## src/rtl/lanes_mosi_dispatch.sv

```systemverilog
// rtl/lanes_mosi_dispatch.sv - routes LEN-framed host command packets to per-lane MOSI streams.
// Optional LANES_MOSI_BROADCAST_EN: header ID 0xF fans the payload out to every lane.
module lanes_mosi_dispatch #(
  parameter int LANE_COUNT = 3
) (
  input  logic                      clk_core,
  input  logic                      clk_core_rst,
  input  logic [7:0]                cmd_s_axis_tdata,
  input  logic                      cmd_s_axis_tvalid,
  output logic                      cmd_s_axis_tready,
  output logic [LANE_COUNT*8-1:0]   lanes_mosi_m_axis_tdata,
  output logic [LANE_COUNT-1:0]     lanes_mosi_m_axis_tvalid,
  output logic [LANE_COUNT-1:0]     lanes_mosi_m_axis_tlast,
  input  logic [LANE_COUNT-1:0]     lanes_mosi_m_axis_tready,
  output logic                      status_busy,
  output logic [3:0]                status_lane,
  output logic [15:0]               stat_packet_count,
  output logic [15:0]               stat_drop_count
);

  typedef enum logic [2:0] {
    S_HDR,
    S_LEN_HI,
    S_LEN_LO,
    S_PAYLOAD,
    S_DROP
  } state_t;

  state_t                  state;
  state_t                  state_nxt;
  logic [3:0]              lane_id;
  logic [7:0]              len_hi;
  logic [15:0]             count;
  logic [LANE_COUNT-1:0]   pend;
  logic [7:0]              out_data;
  logic                    out_last;

  logic [LANE_COUNT-1:0]   pend_left;
  logic                    accept;
  logic [15:0]             len_full;
  logic                    id_ok;
  logic [LANE_COUNT-1:0]   lane_mask;

  // Bits still waiting after this cycle's lane handshakes
  assign pend_left = pend & ~lanes_mosi_m_axis_tready;
  assign accept    = cmd_s_axis_tvalid & cmd_s_axis_tready;
  assign len_full  = {len_hi, cmd_s_axis_tdata};

  always_comb begin
    id_ok     = (lane_id != 4'd0) && (32'(lane_id) <= LANE_COUNT);
    lane_mask = '0;
    for (int i = 0; i < LANE_COUNT; i++) begin
      if (32'(lane_id) == i + 1) lane_mask[i] = 1'b1;
    end
`ifdef LANES_MOSI_BROADCAST_EN
    if (lane_id == 4'hF) begin
      id_ok     = 1'b1;
      lane_mask = '1;
    end
`endif
  end

  always_ff @(posedge clk_core) begin
    if (clk_core_rst) state <= S_HDR;
    else              state <= state_nxt;
  end

  always_comb begin
    state_nxt = state;
    case (state)
      S_HDR:     if (accept) state_nxt = S_LEN_HI;
      S_LEN_HI:  if (accept) state_nxt = S_LEN_LO;
      S_LEN_LO: begin
        if (accept) begin
          if (len_full == 16'd0) state_nxt = S_HDR;
          else if (id_ok)        state_nxt = S_PAYLOAD;
          else                   state_nxt = S_DROP;
        end
      end
      S_PAYLOAD: if (accept && count == 16'd1) state_nxt = S_HDR;
      S_DROP:    if (accept && count == 16'd1) state_nxt = S_HDR;
      default:   state_nxt = S_HDR;
    endcase
  end

  // Payload input waits until the held byte is (or is about to be) fully taken
  always_comb begin
    cmd_s_axis_tready = (state != S_PAYLOAD) || (pend_left == '0);
    status_busy       = (state != S_HDR) || (pend != '0);
  end

  always_ff @(posedge clk_core) begin
    if (clk_core_rst) begin
      lane_id           <= 4'd0;
      len_hi            <= 8'd0;
      count             <= 16'd0;
      pend              <= '0;
      out_data          <= 8'd0;
      out_last          <= 1'b0;
      status_lane       <= 4'd0;
      stat_packet_count <= 16'd0;
      stat_drop_count   <= 16'd0;
    end else begin
      pend <= pend_left;
      if (accept) begin
        case (state)
          S_HDR:    lane_id <= cmd_s_axis_tdata[7:4];
          S_LEN_HI: len_hi  <= cmd_s_axis_tdata;
          S_LEN_LO: begin
            count       <= len_full;
            status_lane <= lane_id;
            if (len_full != 16'd0) begin
              if (id_ok)                           stat_packet_count <= stat_packet_count + 16'd1;
              else if (stat_drop_count != 16'hFFFF) stat_drop_count   <= stat_drop_count + 16'd1;
            end
          end
          S_PAYLOAD: begin
            pend     <= lane_mask;
            out_data <= cmd_s_axis_tdata;
            out_last <= (count == 16'd1);
            count    <= count - 16'd1;
          end
          S_DROP:   count <= count - 16'd1;
          default:  ;
        endcase
      end
    end
  end

  assign lanes_mosi_m_axis_tvalid = pend;
  assign lanes_mosi_m_axis_tlast  = pend & {LANE_COUNT{out_last}};
  assign lanes_mosi_m_axis_tdata  = {LANE_COUNT{out_data}};

endmodule

```

## config.mk

```make
export PLATFORM = sky130hd
export DESIGN_NAME = lanes_mosi_dispatch
export DESIGN_NICKNAME = d
export VERILOG_FILES = /design/src/rtl/lanes_mosi_dispatch.sv
export SDC_FILE = /design/constraint.sdc
export NUM_CORES = 1
export LEC_CHECK = 0
export ABC_AREA = 1
export BUFFER_PORTS_ARGS = -buffer_cell sky130_fd_sc_hd__buf_2
export CAP_MARGIN = 20
export CORE_MARGIN = 5
export CORE_UTILIZATION = 55
export DETAILED_ROUTE_END_ITERATION = 10
export HOLD_SLACK_MARGIN = 0.03
export PLACE_DENSITY = 0.79
export SLEW_MARGIN = 20
export SYNTH_ARGS = -nofsm -noshare
export SYNTH_HDL_FRONTEND = slang
export SYNTH_SLANG_ARGS = --single-unit
```

## constraint.sdc

```tcl
create_clock -name clk_core -period 2 [get_ports clk_core]
set_input_delay 0.2 -clock clk_core [delete_from_list [all_inputs] [get_ports clk_core]]
set_output_delay 0.2 -clock clk_core [all_outputs]
set_load 0.01 [all_outputs]
```

Yosys cells after proc, flatten, opt, wreduce, memory -nomap -nowiden
Cells that the tools add are included.
- register bits: 79
- bits in latches: 0
- RAM bits: 0
- ROM bits: 0
- output and inout port bits: 68
- word-level logic and storage cells: 67
- memories kept: 0
- add/sub/neg operators: 3
- multipliers: 0
- div/mod/pow operators: 0
- magnitude comparators: 1
- equal/unequal tests: 14
- shift operators: 0
- mux-type cells: 13
- bitwise logic cells: 5
- reduce and logical (&&, ||, !) cells: 21
- operators with widths (operator ; count):
    $add A16 B1 Y16 const B ; 2
    $pmux W16 S2 ; 1
    $mux W3 ; 8
    $eq A16 B1 Y1 const B ; 1
    $logic_not A16 Y1 ; 1
    $ne A16 B16 Y1 const B ; 1
    $reduce_bool A16 Y1 ; 1
    $sub A16 B1 Y16 const B ; 1
    $pmux W3 S4 ; 1
    $reduce_and A2 Y1 ; 5
    $eq A4 B2 Y1 const B ; 2
    $reduce_and A4 Y1 ; 2
    $and A3 B3 Y3 ; 2
    $eq A3 B2 Y1 const B ; 2
    $logic_not A3 Y1 ; 2
    $ne A2 B2 Y1 const B ; 3
    $reduce_bool A3 Y1 ; 2
    $reduce_and A5 Y1 ; 1
    $eq A4 B1 Y1 const B ; 1
    $le A4 B2 Y1 const B ; 1
    $reduce_bool A4 Y1 ; 1
    $eq A3 B1 Y1 const B ; 1
    $eq A3 B3 Y1 const B ; 1
    $mux W1 ; 3
    9 further kinds ; 11

Depth between registers and ports, before layout
Gate-level depths: netlist of the first run.
- depth in word-level cells: 8
- mapped depth: 10
- gate-level depth less buffers: 10

Worst setup path after synthesis of the first run
Ideal clock, no wire load.
- kind: reg-to-reg
- start: register stat_drop_count[0]
- end: register stat_drop_count[6]
- setup time: 0.132 ns
- data arrival time: 1.478 ns
- data required time: 1.868 ns
- slack: 0.390 ns
- stages on the path, launching flop included: 10
- clock period less this slack: 1.610 ns
- path through: dfxtp_1 -> ha_1 -> nand2_1 -> nor2_2 -> nand4_1 -> nand2_2 -> nor2_4 -> buf_4 -> nand2_1 -> a21oi_1
- cells in the longest elaborated chain, start to end: 2
- elaborated cells on any way between the ends: 3
- those cells by class: add/sub: 1; eq/ne: 1; reduce/logical: 1
- RTL lines (what ; RTL line ; source):
    start: declaration ; 18 ; output logic [15:0] stat_drop_count
    start signal: assignment ; 114 ; else if (stat_drop_count != 16'hFFFF) stat_drop_count <= stat_drop_count + 16'd1;
    branches (longest 2 deep; another with $add A16 B1 Y16) ; - ;
Several ways; the timed one is not identified.
A chain may end at the register's enable or synchronous reset.

Final worst setup path of the first run
- start: register lane_id[3]
- end: register stat_packet_count[6]
- cells in the longest elaborated chain, start to end: 3
- elaborated cells on any way between the ends: 4
- those cells by class: order compare: 1; reduce/logical: 3
- RTL lines (what ; RTL line ; source):
    start: declaration ; 31 ; logic [3:0] lane_id;
    start signal: assignment ; 107 ; S_HDR: lane_id <= cmd_s_axis_tdata[7:4];
    $le A4 B2 Y1 / $reduce_bool A4 Y1 (equally long branches) ; 50 ; id_ok = (lane_id != 4'd0) && (32'(lane_id) <= LANE_COUNT);
    $logic_and A1 B1 Y1 * ; 50 ;
    $reduce_and A4 Y1 (no source line) * ; - ;
    end signal: assignment ; 113 ; if (id_ok) stat_packet_count <= stat_packet_count + 16'd1;
    end: declaration ; 17 ; output logic [15:0] stat_packet_count,
Every way passes the cells marked *; elsewhere a longest branch is shown, timed or not.

==> results of run 1 <==
==> flip-flops by register name (all words and copies together) (netlist names) <==
register,count
len_hi,8
stat_drop_count,16
lane_id,4
stat_packet_count,16
status_lane,4
lanes_mosi_m_axis_tvalid,3
state,3
out_data,8
count,16
out_last,1
==> path summary, 6_finish.rpt <==
check,start,end,slack [ns],depth (start not counted)
setup / recovery,lane_id[3]$_SDFFE_PP0P_,stat_packet_count[6]$_SDFFE_PP0P_,0.26,8
setup reg to reg,lane_id[3]$_SDFFE_PP0P_,stat_packet_count[6]$_SDFFE_PP0P_,0.26,8
hold / removal,cmd_s_axis_tdata[5],lane_id[1]$_SDFFE_PP0P_,0.11,3
hold reg to reg,status_lane[2]$_SDFFE_PP0P_,status_lane[2]$_SDFFE_PP0P_,0.47,2
==> worst reg2reg max path, cell delays in order (launching register included) <==
cell and delay [ns]:
dfxtp_1 0.34, nor2_1 0.22, o21ai_0 0.18, nor2_1 0.14, nand2_2 0.22, nor2_4 0.21, buf_12 0.15, nand2_1 0.06
a21oi_1 0.16
==> layer usage <==
layer	share of wire (%)	GRT usage [%]	vias up
li1	-	-	2267
met4	1.6	5.99	0
met5	0	0	-
met1	44	28.1	1977
met3	5.4	4.14	16
met2	49	37.9	125
==> placed cells by master (no fill, tap or decap), drive strengths merged, types with 4 or more instances in the layout <==
master  count
dfxtp      79
nor3       10
o21ai      66
nand2     166
nand3b      5
ha          4
nor2       84
buf        89
inv        65
xor2       15
clkbuf      9
a21oi      76
nand3      40
nand4      10
xnor2       9
==> cells by family (layout without fill, tap and decap cells) <==
family                     after synthesis  count (layout)  share of synthesized area [%]
DFF                                     79              79                           36.1
xor gates and xnor gates                24              24                           4.80
muxes                                    1               1                          0.229
AOI/OAI and AO/OA                      142             142                           16.2
and+or+nand+nor                        317             317                           30.8
adders and majority gates                4               4                           1.14
buffers and inverters                   99             166                           10.6
==> power by group <==
group / internal, uW / switching, uW
Combinational: 129 / 267
Clock: 732 / 676
Sequential: 1610 / 33.4
Total: 2470 / 976
==> layout make-up <==
type | instances | area (sq um)
clock buffers | 9 | 124
clock inverters | 7 | 109
fillers | 694 | 2750
inverters | 61 | 229
multi-input cells | 488 | 2330
flip-flops and latches | 79 | 1580
well taps | 102 | 128
repair buffers | 89 | 478
==> what timing repair did <==
item | in CTS | in global routing
buffers inserted | 0 | 1
endpoints found under the setup margin | 0 | 14
gates resized for setup | 0 | 0
==> stage by stage <==
| stage | instance area, sq um | util [%] | cells |
|---|---|---|---|
| 3_3_place_gp | 4730 | 61.2 | 818 |
| 5_1_grt | 4980 | 64.4 | 835 |
| 6_report | 4980 | 64.4 | 835 |
| 2_1_floorplan | 4380 | - | 666 |
| 3_5_place_dp | 4730 | 61.2 | 818 |
| 4_1_cts | 4960 | 64.2 | 834 |
==> flow_summary_export.csv, run 1 <==
group,metric,value,unit
drt,postRouteAntennaNets,0,
setup_path,crit_chain,"nor2_1, o21ai_0, nor2_1, nand2_2, nor2_4, buf_12, nand2_1, a21oi_1",
sta,setup_ws,0.255,ns
sta,maxSlewViolCount,0,
power,power,3440,uW
yosys,syn_avg_cell_area,6.57,sq um
sta,tns,0,ns
yosys,synth_top_area_share,36.1,%
setup_path,critPathMostFrequentCell,"nor2_1",
sta,relSlewSlack,48.2,%
yosys,ys_ff_latch,79,
clock_network,cts_hold_buf,0,
place,port-buffer-count,81,
global_route,grt_max_degree,52,
run_status,status,"completed",
worst_hold_path,hold_path_class,"primary input to flip-flop",
clock_network,cts_made_buffers,9,
sta,worst_slew_pin_slew,0.776,ns
finish,fin_nets,746,
global_route,grt_pass1_wl,18400,um
setup_path,path_delay_family,"simple AND/OR/NAND/NOR gates",
finish,drive_gt1_share,16.6,%
yosys,synth-edff-count,0,
clock_network,cts.sinks,79,
setup_path,crit_buf_inv,1,
yosys,synth-main-ff-cell,"dfxtp_1",
sta,rsz0062_at_grt,"false",
yosys,synthTopCellsByCount,"nand2_1 (162), dfxtp_1 (79), nor2_1 (79)",
sta,fin_hold_ws,0.107,ns
yosys,yosysWarningCount,0,
die,dieArea,9840,sq um
die,io_pins,82,
setup_path,cp-start-kind,"flip-flop",
die,core_area,7730,sq um
setup_path,critPathKind,"flip-flop to flip-flop",
drt,vias,4385,
setup_path,crit_path_end_kind,"flip-flop",
sta,hold_violations,0,
clock_network,cts_max_level,3,
yosys,synth.most_common_cell,"nand2_1",
finish,syn_to_final_growth,13.7,%
setup_path,max_stage_delay,0.34,ns
yosys,ys_seq_area_share,36.1,%
finish,diodes,0,
sta,finalClockSkew,0.00689,ns
place,gp_congestion,0.937,
global_route,antenna_found_initial,0,
global_route,grt_pass1_vias,3993,
yosys,syn_inst,666,
global_route,grt_usage,22.0,%
drt,drt_iter0_drc,165,
drt,wl_per_cell,13.0,um
yosys,yosysTopAreaCell,"dfxtp_1",
drt,drt_wl_total,10900,um
drt,detail_route.vias_per_cell,5.25,
die,rows,32,
place,pre_cts_ws,0.234,ns
yosys,synthesis.area,4380,sq um
clock_network,cts_tree,"yes",
power,powerDensity,691,nW/um^2
yosys,synth_area_leaders,"dfxtp_1 (36%), nand2_1 (14%), a21oi_1 (8.7%)",
sta,fin_crit_sh,87.2,%
die,die_h,99.2,um
setup_path,worstPathArrival,2.03,ns
yosys,synth_cell_types,28,
die,start_util,56.7,%
global_route,overflow,0,
sta,setup_viol,0,
yosys,async_flop_share,0,%
die,die-width,99.2,um
clock_network,clk_path_buf_depth,2,
power,irDropWorstVdd,374,uV
sta,fmax,573,MHz
place,dp_hpwl,7940,um
power,p_leak,0.00230,uW
clock_network,clkSlewWorstSetupHoldPaths,0.09,ns
sta,period_minus_slack,1.74,ns
yosys,syn-num-nets,684,
setup_path,crit_required,2.28,ns
setup_path,crit_fanout,18,
job,maxCapViolCount,0,
clock_network,clkLatencyLatePin,0.36,ns
clock_network,root_buffer,"clkbuf_8",
drt,drc_errors,0,
drt,dr.pass1.iters,7,
setup_path,slowest_stage,"dfxtp_1",
(Power assumes the default switching activity.)
==> run 2: changes to the inputs <==
PLACE_DENSITY = default   (was 0.79)
PLACE_DENSITY_LB_ADDON = 0.2   (was default)
==> run 2 against run 1 <==
Net effect:
- via count is 0.87% lower
- final cell count is 0.12% higher
- die area stayed put
- critical path type unchanged
- largest power group unchanged
==> flow_summary_export.csv, run 2 (same netlist as run 1, synthesis figures left out) <==
group,metric,value,unit
global_route,grt_usage,21.7,%
setup_path,crit_path_end_kind,"flip-flop",
sta,worst_slew_pin_slew,0.577,ns
sta,period_minus_slack,1.74,ns
drt,wl_per_cell,12.7,um
power,powerDensity,662,nW/um^2
die,dieArea,9840,sq um
clock_network,clkLatencyLatePin,0.36,ns
setup_path,r2r_slack,0.26,ns
run_status,status,"completed",
clock_network,root_buffer,"clkbuf_8",
drt,drc_errors,0,
global_route,grt_pass1_wl,17900,um
setup_path,reg2reg_to,"state[1]$_SDFFE_PP0P_",
place,dp_hpwl,7690,um
clock_network,cts_hold_buf,0,
global_route,overflow,0,
die,core_area,7730,sq um
drt,drt_wl_total,10600,um
setup_path,cp-start-kind,"flip-flop",
drt,detail_route.vias_per_cell,5.20,
global_route,grt_max_degree,52,
sta,fin_crit_sh,87.2,%
setup_path,worstPathArrival,2.03,ns
sta,tns,0,ns
clock_network,clk_path_buf_depth,2,
finish,final_cell_mix,"nand2_1 (162), buf_2 (81), nor2_1 (79), dfxtp_1 (79), a21oi_1 (76)",
power,power_switching,949,uW
finish,diodes,0,
die,die_h,99.2,um
sta,rsz0062_at_grt,"false",
drt,dr.pass1.iters,5,
power,p_seq_share,50.1,%
die,die-width,99.2,um
die,start_util,56.7,%
worst_hold_path,hold_path_class,"primary input to flip-flop",
clock_network,cts.sinks,79,
power,irDropWorstVdd,414,uV
finish,final_common_cell,"nand2_1",
drt,vias,4347,
clock_network,clkSlewWorstSetupHoldPaths,0.09,ns
worst_hold_path,hold_start,"cmd_s_axis_tdata[6]",
global_route,antenna_found_initial,0,
setup_path,r2r_cells,8,
setup_path,crit_fanout,11,
place,placed_cell_area,4740,sq um
sta,setup_viol,0,
power,p_int,2320,uW
setup_path,crit_required,2.28,ns
finish,ff_latch_area,1580,sq um
finish,multi_input_area,2330,sq um
power,sw_frac_of_total,29.0,%
setup_path,reg2reg_from,"state[1]$_SDFFE_PP0P_",
worst_hold_path,hold_path_end,"lane_id[2]$_SDFFE_PP0P_",
sta,relSlewSlack,61.5,%
clock_network,cts_max_level,3,
clock_network,cts_tree,"yes",
finish,reg.largest.list,"count x16, stat_drop_count x16, stat_packet_count x16",
drt,postRouteAntennaNets,0,
finish,drive_gt1_share,16.8,%
clock_network,cts_resized,0,
power,clkPwrFrac,38.0,%
sta,hold_violations,0,
finish,fillers,707,
job,maxCapViolCount,0,
sta,maxSlewViolCount,0,
finish,fin_nets,747,
drt,drt_iter0_drc,240,
clock_network,cts_made_buffers,9,
global_route,grt_pass1_vias,3976,
die,io_pins,82,
place,gp_congestion,0.930,
sta,fmax,573,MHz
place,port-buffer-count,81,
setup_path,critPathKind,"flip-flop to flip-flop",
power,share_comb_of_total_power,11.9,%
clock_network,post_cts_buffers,0,
sta,finalClockSkew,0.0120,ns
worst_hold_path,whs_path_depth,3,
finish,syn_to_final_growth,12.9,%
die,rows,32,
power,p_leak,0.00228,uW
finish,design_area,4940,sq um
## run 2: per-layer routing
layer / global-route usage, % / routed length [um] / share of wire (%) / vias up
met2: 36.9 / 5180 / 49 / 96
li1: - / - / - / 2275
met1: 27.4 / 4680 / 44 / 1958
met3: 4.00 / 540 / 5.1 / 18
met5: 0 / 0 / 0 / -
met4: 7.88 / 199 / 1.9 / 0
## run 2: how the worst max path moves through the flow
stage | startpoint | slack, ns | depth (start not counted) | to
final | state[1]$_SDFFE_PP0P_ | 0.26 | 8 | state[1]$_SDFFE_PP0P_
after CTS | stat_drop_count[0]$_SDFFE_PP0P_ | 0.24 | 8 | stat_drop_count[12]$_SDFFE_PP0P_
after global routing | state[0]$_SDFFE_PP0P_ | 0.02 | 7 | count[1]$_SDFFE_PP0P_
after global placement | stat_drop_count[0]$_SDFFE_PP0P_ | 0.36 | 8 | stat_drop_count[0]$_SDFFE_PP0P_
after detailed placement | stat_drop_count[0]$_SDFFE_PP0P_ | 0.27 | 8 | stat_drop_count[12]$_SDFFE_PP0P_
after floorplan | stat_drop_count[0]$_SDFFE_PP0P_ | 0.39 | 9 | stat_drop_count[6]$_SDFFE_PP0P_
## run 2: area by class of cell
| type | count | share of cell area [%] |
|---|---|---|
| Inverter | 61 | 4.63 |
| Sequential cell | 79 | 32.0 |
| Timing Repair Buffer | 90 | 9.56 |
| Multi-Input combinational cell | 488 | 47.1 |
| Clock inverter | 7 | 1.59 |
| Tap cell | 102 | 2.58 |
| Clock buffer | 9 | 2.51 |
## run 2: per-stage QoR
stage | std cells | setup WS (ns) | total power (uW) | hold WS (ns) | util [%]
after floorplan | 666 | 0.390 | 1960 | 0.334 | -
after global placement | 820 | 0.358 | 2050 | 0.467 | 61.4
after detailed placement | 820 | 0.266 | 2060 | 0.470 | 61.4
after CTS | 836 | 0.240 | 3290 | 0.0925 | 64.0
after global routing | 836 | 0.0202 | 3420 | 0.105 | 64.0
final | 836 | 0.256 | 3270 | 0.0995 | 64.0
## run 2: worst max-delay path, cell delays in order, from the launching register on
cell and delay [ns]:
dfxtp_1 0.38, nor2_1 0.21, nand2_1 0.12, nand2_1 0.33
buf_4 0.23, nand2_1 0.06, nand2_1 0.12, nand2_1 0.06
a21oi_1 0.15
## run 2: power by group through the flow
stage,clock [uW],combinational (uW),sequential [uW]
6_report,1240,391,1640
5_1_grt,1320,450,1640
4_1_cts,1260,392,1640
3_5_place_dp,0,388,1670
3_3_place_gp,0,380,1670
2_1_floorplan,0,293,1670
==> run 3: changes to the inputs <==
ABC_AREA = default   (was 1)
MAX_ROUTING_LAYER = met4   (was default)
==> run 3 against run 2 <==
Net effect:
- critical path depth fell by 1
- register-to-register slack got worse by 0.18 ns
- sequential share of layout area shrank 0.27 points
- hold slack better by 0.049 ns
- clock skew is 0.0027 ns lower
- power shrank 0.88%
- routed wire length decreased by 1.6%
- synthesized cell count down 27%
- design area grew 0.94%
- first-iteration DRC count is 0.42% lower
- core utilization rose by 1.6 points
- worst setup slack worse by 0.18 ns
- largest power group unchanged
==> flow_summary_export.csv, run 3 <==
group,metric,value,unit
finish,drive_gt1_share,26.8,%
finish,reg.largest.list,"count x16, stat_drop_count x16, stat_packet_count x16",
power,p_int,2390,uW
power,p_seq_share,50.4,%
clock_network,cts_resized,0,
yosys,synthTopCellsByCount,"dfxtp_1 (79), nor2_1 (68), a21oi_1 (31)",
run_status,status,"completed",
sta,period_minus_slack,1.93,ns
drt,drt_wl_total,10400,um
power,clkPwrFrac,35.8,%
sta,rsz0062_at_grt,"false",
die,io_pins,82,
yosys,synth-main-ff-cell,"dfxtp_1",
power,power_switching,854,uW
die,start_util,55.5,%
yosys,yosysTopAreaCell,"dfxtp_1",
clock_network,cts_max_level,3,
setup_path,critPathKind,"flip-flop to flip-flop",
finish,fillers,659,
sta,fmax,519,MHz
place,placed_cell_area,4790,sq um
clock_network,cts.sinks,79,
drt,postRouteAntennaNets,0,
yosys,synth-edff-count,0,
finish,fin_util,65.6,%
yosys,synth_area_leaders,"dfxtp_1 (37%), mux2i_1 (6.2%), nor2_1 (6.0%)",
sta,maxSlewViolCount,0,
drt,drc_errors,0,
yosys,syn_avg_cell_area,8.64,sq um
job,maxCapViolCount,0,
die,dieArea,9540,sq um
yosys,async_flop_share,0,%
clock_network,cts_hold_buf,0,
place,dp_hpwl,7690,um
die,rows,32,
setup_path,worstPathArrival,2.21,ns
clock_network,clkLatencyLatePin,0.35,ns
power,share_comb_of_total_power,13.8,%
power,irDropWorstVdd,573,uV
clock_network,root_buffer,"clkbuf_8",
yosys,yosysWarningCount,0,
global_route,antenna_found_initial,0,
clock_network,cts_tree,"yes",
global_route,grt_pass1_vias,3751,
drt,drt_iter0_drc,239,
die,die_h,97.7,um
global_route,overflow,0,
power,p_leak,0.00206,uW
clock_network,clkSlewWorstSetupHoldPaths,0.08,ns
power,powerDensity,650,nW/um^2
yosys,synth_top_area_share,37.4,%
finish,design_area,4990,sq um
place,gp_congestion,0.975,
clock_network,clk_path_buf_depth,2,
drt,wl_per_cell,15.2,um
sta,tns,0,ns
yosys,syn_inst,489,
yosys,synthesis.area,4230,sq um
sta,fin_hold_ws,0.148,ns
clock_network,post_cts_buffers,0,
setup_path,crit_fanout,4,
setup_path,crit_path_end_kind,"flip-flop",
global_route,grt_max_degree,36,
setup_path,crit_required,2.28,ns
yosys,ys_ff_latch,79,
die,core_area,7610,sq um
sta,setup_viol,0,
drt,vias,3912,
sta,relSlewSlack,56.9,%
yosys,syn-num-nets,507,
clock_network,cts_made_buffers,9,
finish,fin_nets,597,
finish,final_cell_mix,"buf_2 (81), dfxtp_1 (78), nor2_1 (67)",
power,sw_frac_of_total,26.3,%
sta,finalClockSkew,0.00934,ns
sta,fin_crit_sh,96.4,%
finish,syn_to_final_growth,18.1,%
finish,diodes,0,
drt,detail_route.vias_per_cell,5.72,
drt,dr.pass1.iters,5,
yosys,synth_cell_types,72,
worst_hold_path,hold_path_class,"primary input to flip-flop",
die,die-width,97.7,um
setup_path,cp-start-kind,"flip-flop",
place,port-buffer-count,81,
yosys,ys_seq_area_share,37.4,%
finish,final_common_cell,"buf_2",
sta,hold_violations,0,
global_route,grt_usage,23.0,%
sta,worst_slew_pin_slew,0.646,ns
global_route,grt_pass1_wl,18000,um
yosys,synth.most_common_cell,"dfxtp_1",
==> run 3: layer usage <==
metal,GRT usage [%],part of all wire [%],up-vias
li1,-,-,1931
met1,31.4,47,1844
met2,35.0,46,124
met3,5.38,6.2,13
met4,4.90,0.82,0
met5,-,0,-
==> run 3: kinds of logic (layout without fill, tap and decap cells) <==
family                     count (synthesis)  in the layout  share of synthesized area [%]
AOI/OAI and AO/OA                         88             88                           14.0
xor gates and xnor gates                  16             16                           3.32
adders and majority gates                  4              4                           1.18
buffers and inverters                     50            143                           7.05
DFF                                       79             79                           37.4
muxes                                     32             32                           7.76
and+or+nand+nor                          220            220                           29.3
==> run 3: final cells by class <==
cell class	instances	area, sq um	area share [%]
multi-input cells	360	2360	47.3
flip-flops and latches	79	1580	31.7
repair buffers	118	696	13.9
clock buffers	10	138	2.76
well taps	102	128	2.56
clock inverters	4	47.5	0.953
inverters	11	41.3	0.827
==> run 3: path summary, 6_finish.rpt <==
path	from	slack, ns	end	cells past startpoint
min reg2reg	count[1]$_SDFFE_PP0P_	0.48	count[1]$_SDFFE_PP0P_	2
min	cmd_s_axis_tdata[0]	0.15	len_hi[0]$_SDFFE_PP0P_	3
max reg2reg	count[1]$_SDFFE_PP0P_	0.07	count[8]$_SDFFE_PP0P_	7
max	count[1]$_SDFFE_PP0P_	0.07	count[8]$_SDFFE_PP0P_	7
==> run 3: power by group through the flow <==
stage	clock (uW)	sequential (uW)	combinational [uW]
2_1_floorplan	0	1660	293
3_5_place_dp	0	1670	443
3_3_place_gp	0	1670	441
5_1_grt	1280	1640	493
4_1_cts	1190	1630	446
6_report	1160	1630	449
==> run 3: critical path, cell delays in order, from the launching register on <==
cell and delay, ns:
dfxtp_2 0.34, inv_2 0.06, ha_2 0.17, or4b_4 0.51
nor2_8 0.13, nor2_2 0.06, or4_1 0.46, a21oi_1 0.13
==> run 3: metrics by stage <==
step                      cells  total power [uW]  worst slack, ns
after floorplan             489              1960           0.0898
after global placement      670              2110           0.0963
after detailed placement    670              2110           0.0352
after CTS                   684              3270           0.0270
after global routing        684              3410          0.00343
final                       684              3240           0.0730
